`src/rtl/bcd_timer_display.sv`:
```
// Multi-digit BCD up/down timer with 7-segment decode and IDLE/RUN/PAUSE/DONE control.
// Optional feature: define TIMER_BLINK_EN to blank the display on alternate prescale phases in DONE.
module bcd_timer_display #(
  parameter int unsigned DIGITS   = 4,
  parameter int unsigned PRESCALE = 50000000
) (
  input  logic                  clk,
  input  logic                  rst,
  input  logic                  load,
  input  logic [4*DIGITS-1:0]   load_val,
  input  logic                  start,
  input  logic                  stop,
  input  logic                  mode,
  output logic [7*DIGITS-1:0]   seg,
  output logic                  done,
  output logic                  running
);

  localparam int unsigned CW = 4 * DIGITS;
  localparam int unsigned PW = $clog2(PRESCALE);
  localparam logic [PW-1:0] PRE_LAST = PW'(PRESCALE - 1);
  localparam logic [CW-1:0] NINES    = {DIGITS{4'h9}};

  typedef enum logic [1:0] {IDLE, RUN, PAUSE, DONE} state_e;

  state_e        state_q, state_d;
  logic [CW-1:0] cnt_q, cnt_d;
  logic [PW-1:0] pre_q, pre_d;
  logic          mode_q, mode_d;
  logic          done_q, running_q;
  logic          blank_c;

  function automatic logic [CW-1:0] clamp_bcd(input logic [CW-1:0] v);
    logic [CW-1:0] r;
    r = v;
    for (int unsigned i = 0; i < DIGITS; i++) begin
      if (v[4*i +: 4] > 4'd9) r[4*i +: 4] = 4'd9;
    end
    return r;
  endfunction

  function automatic logic is_terminal(input logic [CW-1:0] v, input logic up);
    return up ? (v == NINES) : (v == '0);
  endfunction

  // Decimal increment/decrement with ripple carry/borrow, digit by digit
  function automatic logic [CW-1:0] bcd_step(input logic [CW-1:0] v, input logic up);
    logic [CW-1:0] r;
    logic          c;
    r = v;
    c = 1'b1;
    for (int unsigned i = 0; i < DIGITS; i++) begin
      if (c) begin
        if (up) begin
          if (v[4*i +: 4] == 4'd9) r[4*i +: 4] = 4'd0;
          else begin
            r[4*i +: 4] = v[4*i +: 4] + 4'd1;
            c = 1'b0;
          end
        end else begin
          if (v[4*i +: 4] == 4'd0) r[4*i +: 4] = 4'd9;
          else begin
            r[4*i +: 4] = v[4*i +: 4] - 4'd1;
            c = 1'b0;
          end
        end
      end
    end
    return r;
  endfunction

  function automatic logic [6:0] seg7(input logic [3:0] d);
    logic [6:0] s;
    case (d)
      4'd0:    s = 7'b0111111;
      4'd1:    s = 7'b0000110;
      4'd2:    s = 7'b1011011;
      4'd3:    s = 7'b1001111;
      4'd4:    s = 7'b1100110;
      4'd5:    s = 7'b1101101;
      4'd6:    s = 7'b1111101;
      4'd7:    s = 7'b0000111;
      4'd8:    s = 7'b1111111;
      4'd9:    s = 7'b1101111;
      default: s = 7'b0000000;
    endcase
    return s;
  endfunction

  // Next-state and datapath control
  always_comb begin
    state_d = state_q;
    cnt_d   = cnt_q;
    pre_d   = pre_q;
    mode_d  = mode_q;
    case (state_q)
      RUN: begin
        if (stop) begin
          state_d = PAUSE;
        end else if (pre_q == PRE_LAST) begin
          pre_d = '0;
          if (!is_terminal(cnt_q, mode_q)) cnt_d = bcd_step(cnt_q, mode_q);
          if (is_terminal(cnt_d, mode_q)) state_d = DONE;
        end else begin
          pre_d = pre_q + PW'(1);
        end
      end
      DONE: begin
        if (load) begin
          cnt_d   = clamp_bcd(load_val);
          state_d = IDLE;
        end
      end
      default: begin
        if (load) begin
          cnt_d   = clamp_bcd(load_val);
          state_d = IDLE;
        end else if (start) begin
          mode_d  = mode;
          pre_d   = '0;
          state_d = is_terminal(cnt_q, mode) ? DONE : RUN;
        end
      end
    endcase
  end

  always_ff @(posedge clk or posedge rst) begin
    if (rst) begin
      state_q   <= IDLE;
      cnt_q     <= '0;
      pre_q     <= '0;
      mode_q    <= 1'b0;
      done_q    <= 1'b0;
      running_q <= 1'b0;
    end else begin
      state_q   <= state_d;
      cnt_q     <= cnt_d;
      pre_q     <= pre_d;
      mode_q    <= mode_d;
      done_q    <= (state_d == DONE);
      running_q <= (state_d == RUN);
    end
  end

`ifdef TIMER_BLINK_EN
  logic [PW-1:0] blink_cnt_q, blink_cnt_d;
  logic          blink_ph_q, blink_ph_d;

  // Phase counter restarts lit on every entry into DONE
  always_comb begin
    blink_cnt_d = '0;
    blink_ph_d  = 1'b0;
    if (state_q == DONE && state_d == DONE) begin
      if (blink_cnt_q == PRE_LAST) begin
        blink_ph_d = ~blink_ph_q;
      end else begin
        blink_cnt_d = blink_cnt_q + PW'(1);
        blink_ph_d  = blink_ph_q;
      end
    end
  end

  always_ff @(posedge clk or posedge rst) begin
    if (rst) begin
      blink_cnt_q <= '0;
      blink_ph_q  <= 1'b0;
    end else begin
      blink_cnt_q <= blink_cnt_d;
      blink_ph_q  <= blink_ph_d;
    end
  end

  assign blank_c = done_q & blink_ph_q;
`else
  assign blank_c = 1'b0;
`endif

  always_comb begin
    seg = '0;
    for (int unsigned i = 0; i < DIGITS; i++) begin
      seg[7*i +: 7] = blank_c ? 7'b0000000 : seg7(cnt_q[4*i +: 4]);
    end
  end

  assign done    = done_q;
  assign running = running_q;

endmodule

```
`config.mk`:
```
export PLATFORM = sky130hd
export DESIGN_NAME = bcd_timer_display
export DESIGN_NICKNAME = d
export VERILOG_FILES = /design/src/rtl/bcd_timer_display.sv
export SDC_FILE = /design/constraint.sdc
export NUM_CORES = 1
export LEC_CHECK = 0
export BUFFER_PORTS_ARGS = -buffer_cell sky130_fd_sc_hd__buf_2
export CORE_MARGIN = 2
export CORE_UTILIZATION = 58
export CTS_CLUSTER_SIZE = 24
export DETAILED_ROUTE_END_ITERATION = 6
export PLACE_DENSITY = 0.8
export SLEW_MARGIN = 20
export SYNTH_ARGS = -nofsm -noshare
export SYNTH_HDL_FRONTEND = slang
export SYNTH_SLANG_ARGS = --single-unit
```
`constraint.sdc`:
```
create_clock -name clk -period 3.53 [get_ports clk]
set_input_delay 0.706 -clock clk [delete_from_list [all_inputs] [get_ports clk]]
set_output_delay 0.706 -clock clk [all_outputs]
set_load 0.005 [all_outputs]
```
; Word-level counts from Yosys, hierarchy flattened
; Memories as Yosys holds them, arrays and structs flattened.
; Index checks and enable logic that the tools add are counted.
[totals]
wordCells = 118
reg_bits = 47
romBits = 448
input_bits = 22
memories = 4
[memory_table]
columns = memory, words, word_bits, rd, rd_clocked_by_memory_dff, write_ports, line
row1 = (no name shown), 16, 7, 1, 0, 0, 74  ; case (d)
row2 = (no name shown), 16, 7, 1, 0, 0, 74
row3 = (no name shown), 16, 7, 1, 0, 0, 74
row4 = (no name shown), 16, 7, 1, 0, 0, 74
[classes]
add_sub_neg = 9
eq_ne = 14
n_mux = 66
n_reduce_logical = 12
n_bitwise = 3
order_cmp = 4
[ops]
columns = op, n
row1 = 16-bit two-way mux, 8
row2 = 26-bit two-way mux, 4
row3 = 4-bit two-way mux, 19
row4 = 26-bit one-hot mux with 2 select lines, 1
row5 = "16-bit == test, second input constant", 2
row6 = 16-bit zero test, 2
row7 = "26-bit by 1-bit adder with 26-bit output, second input constant", 1
row8 = "26-bit == test, second input constant", 1
row9 = 1-bit two-way mux, 26
row10 = "4-bit by 1-bit adder with 4-bit output, second input constant", 4
row11 = "4-bit == test, second input constant", 4
row12 = "4-bit greater-than comparator, second input constant", 4
row13 = 4-bit zero test, 4
row14 = "4-bit by 1-bit subtractor with 4-bit output, second input constant", 4
row15 = 2-bit two-way mux, 7
row16 = 3-bit AND reduction, 2
row17 = "2-bit by 1-bit == test with 1-bit output, second input constant", 2
row18 = "2-bit == test, second input constant", 2
row19 = "2-bit inequality test, second input constant", 2
row20 = 2-bit one-hot mux with 2 select lines, 1
row21 = 4-bit AND reduction, 1
row22 = 2-bit nonzero test, 2
row23 = 1-bit NOT, 3
row24 = "2-bit by 1-bit inequality test with 1-bit output, second input constant", 1
row25 = 2-bit OR reduction, 1

; Longest topological paths before layout
[depth]
word_depth = 29
mapped_depth = 12

; Worst setup path after synthesis
; No wires, ideal clock.
[synth_timing]
kind = reg-to-reg
from = reg cnt_q[5]
to = reg running_q (netlist: running)
stages_incl_launch_ff = 13
t_arrival_ns = 2.938
n_path_buf = 2
slack_ns = 0.468
setup_time_ns = 0.124
path_cell_list = dfrtp_1 > clkbuf_1 > inv_1 > ha_1 > or4b_1 > a22oi_4 > and3_1 > buf_6 > and2_4 > nand3_2 > a2111oi_4 > a31oi_1 > o31a_1
[synth_via]
elab_chain_len = 25
elab_cells_between_ends = 42
cone_classes = add/sub: 2 / eq/ne: 4 / mux: 33 / reduce/logical: 3
[synth_rtl]
columns = element, line
row1 = start: declaration, 27  ; logic [CW-1:0] cnt_q, cnt_d;
row2 = start signal: assignment, 137  ; cnt_q <= cnt_d;
row3 = 4-bit == test / 4-bit zero test (equally long branches), "55, 61"
row4 = 1-bit two-way mux (on tied branches), "55, 61"
row5 = 1-bit two-way mux, 54  ; if (up) begin
row6 = 1-bit two-way mux, 53  ; if (c) begin
row7 = 1-bit two-way mux, 102  ; if (!is_terminal(cnt_q, mode_q)) cnt_d = bcd_step(cnt_q, mode_q);
row8 = 1-bit two-way mux, 100  ; end else if (pre_q == PRE_LAST) begin
row9 = 1-bit two-way mux, 98  ; if (stop) begin
row10 = 1-bit two-way mux, 96  ; case (state_q)
row11 = [... 9 more ...], --
row12 = 16-bit two-way mux, 96
row13 = 16-bit == test / 16-bit zero test (equally long branches), 43  ; return up ? (v == NINES) : (v == '0);
row14 = 1-bit two-way mux, 43
row15 = 2-bit two-way mux, 103  ; if (is_terminal(cnt_d, mode_q)) state_d = DONE;
row16 = 2-bit two-way mux, 100
row17 = 2-bit two-way mux, 98
row18 = 2-bit one-hot mux with 2 select lines *, 96
row19 = 2-bit by 1-bit == test with 1-bit output *, 141  ; running_q <= (state_d == RUN);
row20 = end signal: assignment, 141
row21 = end: declaration, 30  ; logic done_q, running_q;
; Mark *: on every way between the ends. The rest lies on a longest branch, timed or not. The select of a mux whose other input is x is not followed.
; A chain may end at the register's enable or synchronous reset.

; Worst setup path in the final report
[layout_timing]
from = reg cnt_q[12]
to = reg running_q (netlist: running)
[layout_via]
elab_chain_len = 15
elab_cells_between_ends = 27
cone_classes = add/sub: 2 / eq/ne: 4 / mux: 18 / reduce/logical: 3
[layout_rtl]
columns = element, line
row1 = 4-bit by 1-bit subtractor with 4-bit output (tied with other cells), 63  ; r[4*i +: 4] = v[4*i +: 4] - 4'd1;
row2 = 4-bit two-way mux (on tied branches), "61, 55"
row3 = 4-bit two-way mux, 54
row4 = 4-bit two-way mux, 53
row5 = 16-bit two-way mux, 102
row6 = 16-bit two-way mux, 100
row7 = 16-bit two-way mux, 98
row8 = 16-bit two-way mux, 96
row9 = 16-bit == test / 16-bit zero test (equally long branches), 43
row10 = 1-bit two-way mux, 43
row11 = 2-bit two-way mux, 103
row12 = 2-bit two-way mux, 100
row13 = 2-bit two-way mux, 98
row14 = 2-bit one-hot mux with 2 select lines *, 96
row15 = 2-bit by 1-bit == test with 1-bit output *, 141
; Marked as above.

==> results.yml <==
status:
  outcome: "complete, no violations"
global_route:
  grt_pass1_wl_um: 19060
  grt.overflow.total: 0
  grt_max_degree: 48
  grt_pass1_vias: 4065
  track_usage_pct: 27.65
  antenna_found_initial: 0
setup_path:
  ff2ff_path_depth: 9
  crit_type: "reg -> reg"
  r2r_start: "cnt_q[12]"
  cp.arrival_ps: 3390
  cp_cell_sequence: "inv_1 > ha_1 > nor3b_2 > nand4_2 > nand3_1 > o22ai_1 > a221o_1 > or3_1 > o31a_1"
  worstPathRequired_ps: 3720
  cp-start-kind: "register"
  cp_slowest_cell: "dfrtp_1"
  path_depth: 9
  path_max_fanout: 9
  cp.buffers_inverters: 1
  critPathCaptureType: "register"
  critPathTopFamily: "simple AND/OR/NAND/NOR gates"
  critPathLaunch: "cnt_q[12]"
  r2r-end: "running"
  slowest_delay_ps: 470
  rrSetupSlack_ps: 330
timing:
  fin_tns_setup_ps: 0
  timing.final.crit_share_pct: 90.72
  hold_viol_final: 0
  setup_viol: 0
  tightestPinTransition_ps: 798.0
  setup_ws_ps: 327.7
  skew_ps: 8.170
  fmax_mhz: 312.3
  maxSlewHeadroom_pct: 46.74
  min_period_ps: 3202
  grt_setup_unrepaired: "no"
  slew_viol_final: 0
hold_path:
  min_to: "pre_q[1]"
  worstHoldPathCells: 2
  min-delay-start: "pre_q[1]"
  hold_class: "reg -> reg"
floorplan:
  rows: 31
  start_util_pct: 59.54
  die_x_um: 90.06
  num_io_pins: 52
  die-height_um: 90.06
  die_area_mm2: 0.008110
  core-area_mm2: 0.007214
pwr:
  peakVddDrop_mv: 0.2697
  power_leakage_uw: 0.002086
  power_per_cell_area_mw_per_mm2: 635.9
clock_network:
  postCtsSetupBuffers: 0
  cts_hold_buffers: 0
  cts_resized: 0
  cts_tree: "done"
  clock_latency_ps: 310
  cts_buffer_depth: 2
  numCtsBuffers: 5
  cts-root-buf: "clkbuf_8"
  clock-sinks: 47
  clkSlewWorstSetupHoldPaths_ps: 90
  htreeDepth: 2
place:
  port_buffers: 51
  post_dp_cell_area_mm2: 0.004646
  preCtsSetupSlack_ps: 403.7
  gp_congestion: 1.015
  hpwl_um: 8099
detailed_routing:
  drt-initial-drc-count: 276
  drtAntennaViolNets: 0
  drc: 0
  vias: 4395
  wire_per_inst_um: 15.82
  totalWireLength_um: 11040
  detail_route.first_pass.iterations: 5
  viasPerCell: 6.297
yosys:
  synth-async-reset-ratio_pct: 100.0
  ys.flop_type: "dfrtp_1"
  synth.distinct_cells: 69
  syn-cell-area_mm2: 0.004295
  ys_ff_latch: 47
  syn-instance-count: 550
  ys.warnings.count: 0
  syn-num-nets: 602
  synth_enable_flop_cells: 0
  avgSynthCellArea_um2: 7.810
  synth_seq_area_share_pct: 27.38
run:
  drv_cap: 0
layout:
  drive_gt1_share_pct: 15.36
  final_common_cell: "nor2_1"
  final_nets: 650
  diodes: 0
  fill_cells: 636
  stdcell_area_mm2: 0.004750
  layout_common_cells: "63 x nor2_1, 54 x o21ai_0, 52 x nand2_1"
  area_growth_pct: 10.57
-- layer usage --
metal  share of wire [%]  track usage, %  vias to the layer above
li1                    -               -                     2082
met1                  42           36.42                     2079
met2                  49           46.93                      202
met3                 6.6           3.604                       32
met4                 2.4           9.487                        0
met5                   0               0                        -
-- sequential cells by signal (all words and copies together) (netlist names) --
| signal | cells |
|---|---|
| done | 1 |
| state_q | 2 |
| cnt_q | 16 |
| running | 1 |
| mode_q | 1 |
| pre_q | 26 |
-- report_power, final --
| part | internal (µW) | leakage, µW | switching [µW] |
|---|---|---|---|
| clock | 161 | 0.0000484 | 189 |
| combinational | 782 | 0.00141 | 1100 |
| sequential | 618 | 0.000624 | 171 |
| total | 1560 | 0.00209 | 1460 |
-- tightest hold or removal path: cells and delay by family, from the launching register on --
kind | cells | cell delay [ps]
AO/OA/AOI/OAI | 1 | 60
flip-flops | 1 | 370
AND/OR/NAND/NOR | 1 | 50
-- stage by stage --
stage | total power [µW] | utilization, % | hold WS, ps | std cells
2_1_floorplan | 2078 | - | 467.7 | 550
3_3_place_gp | 2585 | 64.39 | 494.3 | 690
3_5_place_dp | 2637 | 64.39 | 493.3 | 690
4_1_cts | 2993 | 65.71 | 513.6 | 698
5_1_grt | 3279 | 65.83 | 525.5 | 698
6_report | 3020 | 65.83 | 513.7 | 698
-- how the worst max path moves through the flow --
stage | end | slack (ps)
finish | running | 330
global route | running | 180
CTS | running | 380
detailed placement | running | 400
global placement | running | 520
floorplan | running | 470
-- Yosys cell counts (all sizes together), types with 15 or more instances --
cell | instances | area [µm²]
o21ai | 54 | 270.3
nand4 | 15 | 100.1
ha | 30 | 375.4
clkbuf | 16 | 60.06
a21oi | 35 | 175.2
inv | 25 | 93.84
nand2 | 52 | 195.2
nor2 | 63 | 236.5
nand3 | 19 | 100.1
xnor2 | 18 | 157.7
dfrtp | 47 | 1176
-- cell type report --
type                            count  area (µm²)  area share, %
Sequential cell                    47        1176          24.76
Tap cell                           99       123.9          2.608
Multi-Input combinational cell    446        2846          59.93
Clock buffer                        7       86.33          1.818
Inverter                           27       102.6          2.160
Timing Repair Buffer               71       405.4          8.535
Clock inverter                      1       8.758         0.1844
-- cell families (layout without fill, tap and decap cells) --
| family | Yosys count | in the layout | share of synthesized area (%) |
|---|---|---|---|
| mux | 4 | 4 | 0.9322 |
| flops | 47 | 47 | 27.38 |
| compound gates | 160 | 160 | 23.68 |
| xor+xnor | 24 | 24 | 4.894 |
| buf+inv | 57 | 106 | 6.671 |
| fa+ha+maj | 30 | 30 | 8.739 |
| simple gates | 228 | 228 | 27.70 |
Note: power is estimated with default switching activity, not from simulation.
